### config.mk
export PLATFORM = sky130hd
export DESIGN_NAME = keccak_msg_feeder
export DESIGN_NICKNAME = d
export VERILOG_FILES = /design/src/rtl/keccak_pkg.sv /design/src/rtl/keccak_msg_feeder.sv
export SDC_FILE = /design/constraint.sdc
export NUM_CORES = 1
export LEC_CHECK = 0
export CAP_MARGIN = 20
export CORE_MARGIN = 2
export CORE_UTILIZATION = 45
export CTS_BUF_LIST = sky130_fd_sc_hd__clkbuf_16
export DETAILED_ROUTE_END_ITERATION = 7
export DONT_BUFFER_PORTS = 1
export GPL_ROUTABILITY_DRIVEN = 0
export HOLD_SLACK_MARGIN = 0.02
export MAX_ROUTING_LAYER = met4
export PLACE_DENSITY = 0.67
export SLEW_MARGIN = 20
export SYNTH_ARGS = -nofsm -noshare
export SYNTH_HDL_FRONTEND = slang
export SYNTH_SLANG_ARGS = --single-unit
### constraint.sdc
create_clock -name iClk -period 4.7 [get_ports iClk]
set_clock_uncertainty 0.1 [all_clocks]
set_input_delay 0.235 -clock iClk [delete_from_list [all_inputs] [get_ports iClk]]
set_output_delay 0.235 -clock iClk [all_outputs]
set_load 0.1 [all_outputs]
### src/rtl/keccak_pkg.sv
// Shared constants and state encoding for the Keccak message-feeding path.
package keccak_pkg;

    localparam int WORD_W     = 32;
    localparam int LANE_W     = 64;
    localparam int LANE_BYTES = 8;

    typedef enum logic [2:0] {
        ST_HI    = 3'd0,
        ST_LO    = 3'd1,
        ST_SEND  = 3'd2,
        ST_EXTRA = 3'd3,
        ST_DONE  = 3'd4
    } state_e;

endpackage

### src/rtl/keccak_msg_feeder.sv
// Packs 32-bit message words into 64-bit lanes for the SHA3 core and tracks
// the byte count and final-beat qualification of the message.
module keccak_msg_feeder
    import keccak_pkg::*;
#(
    parameter int COUNT_W = 32
) (
    input  logic               iClk,
    input  logic               iRst,
    input  logic [31:0]        iWord,
    input  logic               iWord_valid,
    input  logic               iWord_last,
    input  logic [2:0]         iWord_bytes,
    output logic               oWord_ready,
    input  logic               iBuffer_full,
    output logic [63:0]        oData,
    output logic               oReady,
    output logic               oLast,
    output logic [2:0]         oByte_num,
    output logic [COUNT_W-1:0] oByte_count,
    output logic               oDone
);

    state_e               state_q, state_d;
    logic [LANE_W-1:0]    lane_q, lane_d;
    logic                 lane_valid_q, lane_valid_d;
    logic                 lane_last_q, lane_last_d;
    logic [2:0]           lane_bytes_q, lane_bytes_d;
    logic [COUNT_W-1:0]   count_q, count_d;

    logic                 fire;
    logic                 accept;
    logic [2:0]           word_b;
    logic [WORD_W-1:0]    word_m;

    function automatic logic [2:0] clamp_bytes(input logic [2:0] n);
        return (n > 3'd4) ? 3'd4 : n;
    endfunction

    // Keeps the first n bytes (MSB-first) of a word, zeroing the rest.
    function automatic logic [WORD_W-1:0] mask_word(input logic [WORD_W-1:0] w,
                                                    input logic [2:0] n);
        case (n)
            3'd0:    return '0;
            3'd1:    return w & 32'hFF00_0000;
            3'd2:    return w & 32'hFFFF_0000;
            3'd3:    return w & 32'hFFFF_FF00;
            default: return w;
        endcase
    endfunction

    always_ff @(posedge iClk) begin
        if (iRst) begin
            state_q      <= ST_HI;
            lane_q       <= '0;
            lane_valid_q <= 1'b0;
            lane_last_q  <= 1'b0;
            lane_bytes_q <= '0;
            count_q      <= '0;
        end else begin
            state_q      <= state_d;
            lane_q       <= lane_d;
            lane_valid_q <= lane_valid_d;
            lane_last_q  <= lane_last_d;
            lane_bytes_q <= lane_bytes_d;
            count_q      <= count_d;
        end
    end

    always_comb begin
        state_d      = state_q;
        lane_d       = lane_q;
        lane_valid_d = lane_valid_q;
        lane_last_d  = lane_last_q;
        lane_bytes_d = lane_bytes_q;
        count_d      = count_q;
        word_b       = clamp_bytes(iWord_bytes);
        word_m       = mask_word(iWord, word_b);

        if (fire) begin
            lane_valid_d = 1'b0;
            count_d = count_q + (lane_last_q ? COUNT_W'(lane_bytes_q) : COUNT_W'(LANE_BYTES));
        end

        case (state_q)
            ST_HI: begin
                // The held lane is released by this cycle's fire, so its
                // register can take the new even word immediately.
                if (accept) begin
                    if (iWord_last) begin
                        lane_d       = {word_m, {WORD_W{1'b0}}};
                        lane_valid_d = 1'b1;
                        lane_last_d  = 1'b1;
                        lane_bytes_d = word_b;
                        state_d      = ST_SEND;
                    end else begin
                        lane_d      = {iWord, {WORD_W{1'b0}}};
                        lane_last_d = 1'b0;
                        state_d     = ST_LO;
                    end
                end
            end
            ST_LO: begin
                if (accept) begin
                    lane_valid_d = 1'b1;
                    if (iWord_last && word_b != 3'd4) begin
                        lane_d[WORD_W-1:0] = word_m;
                        lane_last_d        = 1'b1;
                        lane_bytes_d       = 3'd4 + word_b;
                        state_d            = ST_SEND;
                    end else begin
                        lane_d[WORD_W-1:0] = iWord;
                        lane_last_d        = 1'b0;
                        state_d            = iWord_last ? ST_EXTRA : ST_HI;
                    end
                end
            end
            ST_SEND: begin
                if (fire) begin
                    state_d = ST_DONE;
                end
            end
            ST_EXTRA: begin
                // First fire sends the full lane, then an empty final beat follows.
                if (fire) begin
                    if (lane_last_q) begin
                        state_d = ST_DONE;
                    end else begin
                        lane_d       = '0;
                        lane_valid_d = 1'b1;
                        lane_last_d  = 1'b1;
                        lane_bytes_d = '0;
                    end
                end
            end
            ST_DONE: begin
                state_d = ST_DONE;
            end
            default: begin
                state_d = ST_HI;
            end
        endcase
    end

    always_comb begin
        fire        = lane_valid_q & ~iBuffer_full;
        oReady      = fire;
        oLast       = fire & lane_last_q;
        oByte_num   = oLast ? lane_bytes_q : 3'd0;
        oWord_ready = (~lane_valid_q | fire) & (state_q != ST_DONE) & (state_q != ST_EXTRA);
        accept      = iWord_valid & oWord_ready;
        oData       = lane_q;
        oByte_count = count_q;
        oDone       = (state_q == ST_DONE);
    end

endmodule

== Yosys cells after proc, flatten, opt, wreduce, memory -nomap -nowiden ==
Index checks and enable logic that the tools add are counted.
W data, S select, Z words.
Storage, ports and cells
  register bits: 104
  input bits: 40
  output and inout bits: 103
  word-level logic and storage cells: 87
Cells by class
  add/sub/neg operators: 2
  $lt $le $gt $ge: 1
  equality and inequality tests: 18
  multiplexer cells: 41
  bitwise gates (word level): 8
  reduce and logical (&&, ||, !) cells: 10
Operators by type and width (number)
  $mux W64: 4
  $pmux W32 S4: 1
  $pmux W32 S3: 1
  $mux W32: 2
  $pmux W32 S2: 1
  $mux W3: 13
  $add A32 B4 Y32: 1
  $ne A2 B2 Y1 const B: 8
  $pmux W3 S5: 1
  $eq A3 B2 Y1 const B: 4
  $mux W1: 11
  $reduce_and A5 Y1: 2
  $pmux W3 S3: 1
  $reduce_and A4 Y1: 2
  $reduce_and A7 Y1: 1
  $eq A3 B1 Y1 const B: 2
  $logic_not A3 Y1: 2
  $mux W2: 3
  $ne A3 B3 Y1 const B: 2
  $pmux W1 S3: 2
  $and A1 B1 Y1: 5
  $mux W4: 1
  $add A3 B3 Y3 const A: 1
  $eq A3 B3 Y1 const B: 1
  7 further kinds: 8

== Longest topological paths before layout ==
  depth in word-level cells: 8
  depth in mapped cells: 10
  depth with buffers taken out: 8

== Worst setup path before layout ==
OpenSTA, ideal clock, no wires.
  kind: flip-flop to output port
  from: register state_q[2]
  to: output port oWord_ready
  data arrival time: 4.342 ns
  data required time: 4.365 ns
  setup slack: 0.023 ns
  stages on the path, launching flop included: 5
  buffers on the path: 1
  cell sequence: dfxtp_1 -> clkbuf_1 -> inv_1 -> nor3_1 -> nor3_1
On the way
  word-level cells in the longest chain between the ends: 3
  elaborated cells on any way between the ends: 4
  those cells by class: eq/ne: 2; bitwise: 2
Ends and longest elaborated chain
  from (decl): RTL line keccak_msg_feeder.sv:24  | state_e state_q, state_d;
  from (signal assigned): RTL line keccak_msg_feeder.sv:61  | state_q <= state_d;
  $ne A3 B3 Y1: RTL line keccak_msg_feeder.sv:150  | oWord_ready = (~lane_valid_q | fire) & (state_q != ST_DONE) & (state_q != ST_EXTRA);
  $and A1 B1 Y1: RTL line keccak_msg_feeder.sv:150
  $and A1 B1 Y1 *: RTL line keccak_msg_feeder.sv:150
  to (decl): RTL line keccak_msg_feeder.sv:14  | output logic oWord_ready,
Mark *: on every way between the ends. The rest lies on a longest branch, timed or not.

== Worst setup path after layout ==
  from: register count_q[14], in the netlist oByte_count[14]
  to: register count_q[30], in the netlist oByte_count[30]
On the way
  word-level cells in the longest chain between the ends: 1
Ends and longest elaborated chain
  from (decl): RTL line keccak_msg_feeder.sv:29  | logic [COUNT_W-1:0] count_q, count_d;
  from (signal assigned): RTL line keccak_msg_feeder.sv:66  | count_q <= count_d;
  $add A32 B4 Y32: RTL line keccak_msg_feeder.sv:82  | count_d = count_q + (lane_last_q ? COUNT_W'(lane_bytes_q) : COUNT_W'(LANE_BYTES));
Every way passes these cells.
A chain may end at the register's enable or synchronous reset.

==> out/results.tsv <==
stage	metric	value	unit
global_routing	pin count of the biggest net entering global routing	87	
logic_synthesis	post-synthesis sequential area ratio	43.2	%
cells_and_area	design area	5580	um2
cts	Max H-tree Level	3	
cells_and_area	Syn-to-layout area delta	15.7	%
drt	DR WL/cell	18.9	um
timing	clock period minus final worst setup slack	3.15	ns
logic_synthesis	post-synth top area cell	dfxtp_1	
min_path	hold crit path type	in -> reg	
cts	TritonCTS Buffers	9	
logic_synthesis	Synth Cell Area	4820	um2
power_and_ir_drop	Max VDD drop	0.324	mV
critical_path	CP max stage cell	dfxtp_1	
floorplan	Rows	37	
cts	clock buffer depth	2	
timing	setup_tns	0	ns
power_and_ir_drop	internal power	1.47	mW
logic_synthesis	top cells by area, synth	dfxtp_1 (43%), a21oi_1 (8.5%), nand4_1 (5.1%)	
timing	period utilization	67.0	%
critical_path	critical path fanouts, max	13	
outcome	status	complete, no violations	
logic_synthesis	Warnings, synthesis	0	
power_and_ir_drop	switching power	0.733	mW
cts	Clock Pin Slew Worst Setup and Hold Paths	0.07	ns
power_and_ir_drop	switch share	33.3	%
timing	Max Slew Vio Count	0	
floorplan	Core Area	10400	um2
drt	Vias	4485	
logic_synthesis	top cell type's share of synthesized area	43.2	%
place	Placed Area	4950	um2
global_routing	Overflow after GRT	0	
power_and_ir_drop	Clock Power Share	36.9	%
critical_path	Critical Path, Cell by Cell	nand4_1 -> nor2_1 -> nor4b_1 -> mux2_2	
logic_synthesis	count leader, synth	dfxtp_1	
logic_synthesis	Yosys cell types	55	
critical_path	Setup Crit Path Kind	reg -> reg	
cells_and_area	layout cells sized above 1	9.61	%
timing	fmax	318	MHz
logic_synthesis	Post-synth top cells	dfxtp_1 (104), a21oi_1 (82), clkbuf_1 (44)	
flow_run	maxcap violations	0	
power_and_ir_drop	Pleak	1.89	nW
cts	Clk Latency, worst-skew pair	0.34	ns
power_and_ir_drop	logic gate share of total power	10.9	%
cts	CTS Root Cell	clkbuf_16	
timing	RSZ-0062 raised after global routing	no	
global_routing	number of global-route vias before repair	4202	
floorplan	Starting Density	46.5	%
drt	final routed DRC violation total	0	
drt	drt first pass iters	6	
logic_synthesis	Post-Syn Nets	620	
drt	ANT nets after route	0	
logic_synthesis	Async SR Flop Fraction	0	%
critical_path	Arrival @ worst endpoint	3.28	ns
cts	Post-CTS Setup Inserts	0	
floorplan	num ports	143	
place	dpl hpwl	8.88	mm
logic_synthesis	Post-Syn Area per Cell	8.39	um2
power_and_ir_drop	Power Density	394	nW/um2
critical_path	Critical Path Start Type	flop	
place	Port Buffers	0	
floorplan	DIE WIDTH	108	um
critical_path	CP required	4.83	ns
logic_synthesis	Post-synth EDFFs	0	
logic_synthesis	Mapped Cells	575	
cts	CTS tree	built	
timing	Final Setup Violations	0	
floorplan	Die Ht	108	um
global_routing	initial antenna violation count	1	
logic_synthesis	register bit total from synthesis	104	
cts	clock net sink count	104	
global_routing	first-pass GRT wire length	21.0	mm
logic_synthesis	top_reg_cell synth	dfxtp_1	
drt	initial drt markers	320	
drt	vias per cell	6.23	
floorplan	DIE AREA	11600	um2
critical_path	largest stage delay on the critical path	1.05	ns
drt	Routed WL	13.6	mm
global_routing	total track usage	23.4	%
timing	Worst Tran Pin Value	1.17	ns
timing	relative slew slack	22.2	%
power_and_ir_drop	sequential share of power	52.1	%
critical_path	Critical Path Sink Type	flop	
cells_and_area	Final #Nets	623	
timing	Fin. Hold Viols	0	
-- final cells by class --
cell class,count,area [um2]
diodes,1,2.50
clock buffers,9,225
clock inverters,7,93.8
fillers,949,4790
inverters,9,33.8
multi-input cells,411,2530
flip-flops and latches,104,2080
well taps,136,170
repair buffers,43,448
-- per-stage QoR --
stage | hold WS, ns | setup WS, ns | power [mW] | utilization (%) | cells
floorplan | 0.261 | 0.0229 | 1.32 | - | 575
global placement | 0.213 | 1.69 | 1.36 | 47.8 | 674
detailed placement | 0.214 | 1.62 | 1.37 | 47.8 | 674
CTS | 0.0202 | 1.58 | 2.21 | 53.8 | 719
global route | 0.0328 | 1.44 | 2.27 | 53.8 | 720
finish | 0.0287 | 1.55 | 2.20 | 53.8 | 720
-- cells in the final DEF, fill, tap and decap left out, drive strengths merged, types with 3 or more instances in the layout --
cell / netlist / routed
mux2: 14 / 14
dlygate4sd3: 0 / 28
nor2: 28 / 28
ha: 4 / 4
or4: 12 / 12
buf: 7 / 13
dfxtp: 104 / 104
and2: 6 / 6
inv: 9 / 11
nand4: 40 / 40
nor2b: 15 / 15
nor3b: 4 / 4
o31ai: 14 / 14
nand3: 35 / 35
nand2: 40 / 40
or3: 4 / 4
nor4b: 5 / 5
a22o: 8 / 8
o21ai: 38 / 38
a21oi: 82 / 82
and4: 4 / 4
nor4: 10 / 10
a21boi: 9 / 9
clkbuf: 44 / 11
o21a: 3 / 3
nor3: 6 / 6
a211oi: 3 / 3
nand2b: 3 / 3
-- final timing paths --
| check | cells past startpoint | slack (ns) | start | endpoint |
|---|---|---|---|---|
| max | 4 | 1.55 | oByte_count[14] | oByte_count[30] |
| min | 2 | 0.03 | iRst | oByte_count[26] |
| max reg2reg | 4 | 1.55 | oByte_count[14] | oByte_count[30] |
| min reg2reg | 2 | 0.38 | lane_bytes_q[1] | lane_bytes_q[1] |
-- layer usage --
metal	GRT usage, %	wire length, um	vias up
met2	35.3	6440	154
li1	-	-	2143
met5	-	0	-
met4	9.98	315	0
met3	5.63	1010	18
met1	30.0	5810	2170
-- power by group through the flow --
| stage | Combinational [mW] | Sequential (mW) | Clock [mW] |
|---|---|---|---|
| 5_1_grt | 0.262 | 1.15 | 0.857 |
| 6_report | 0.241 | 1.15 | 0.812 |
| 4_1_cts | 0.237 | 1.15 | 0.822 |
| 3_5_place_dp | 0.200 | 1.17 | 0 |
| 2_1_floorplan | 0.171 | 1.15 | 0 |
| 3_3_place_gp | 0.192 | 1.17 | 0 |
-- what timing repair did --
| action | in CTS | in global routing |
|---|---|---|
| hold buffers | 29 | 0 |
| resized for setup | 0 | 0 |
| endpoints found under the hold margin | 94 | 0 |
-- logic make-up after synthesis --
| kind of cell | after synthesis | share of synthesized area (%) |
|---|---|---|
| AND/OR/NAND/NOR | 222 | 26.1 |
| AO/OA/AOI/OAI | 169 | 20.6 |
| flip-flops | 104 | 43.2 |
| buffers and inverters | 60 | 5.16 |
| multiplexers | 15 | 3.48 |
| adder cells (fa/ha/maj) | 5 | 1.45 |
-- sequential cells by signal, summed over array words and instances (netlist names) --
name          flops
oData            64
oByte_count      32
lane_bytes_q      3
state_q           3
lane_last_q       1
lane_valid_q      1
-- worst max-delay path: cells and delay by family, from the launching register on --
family	cells	cell delay, ns
and+or+nand+nor	3	1.50
DFF	1	1.05
muxes	1	0.39
Power figures use the tool's default switching activity.
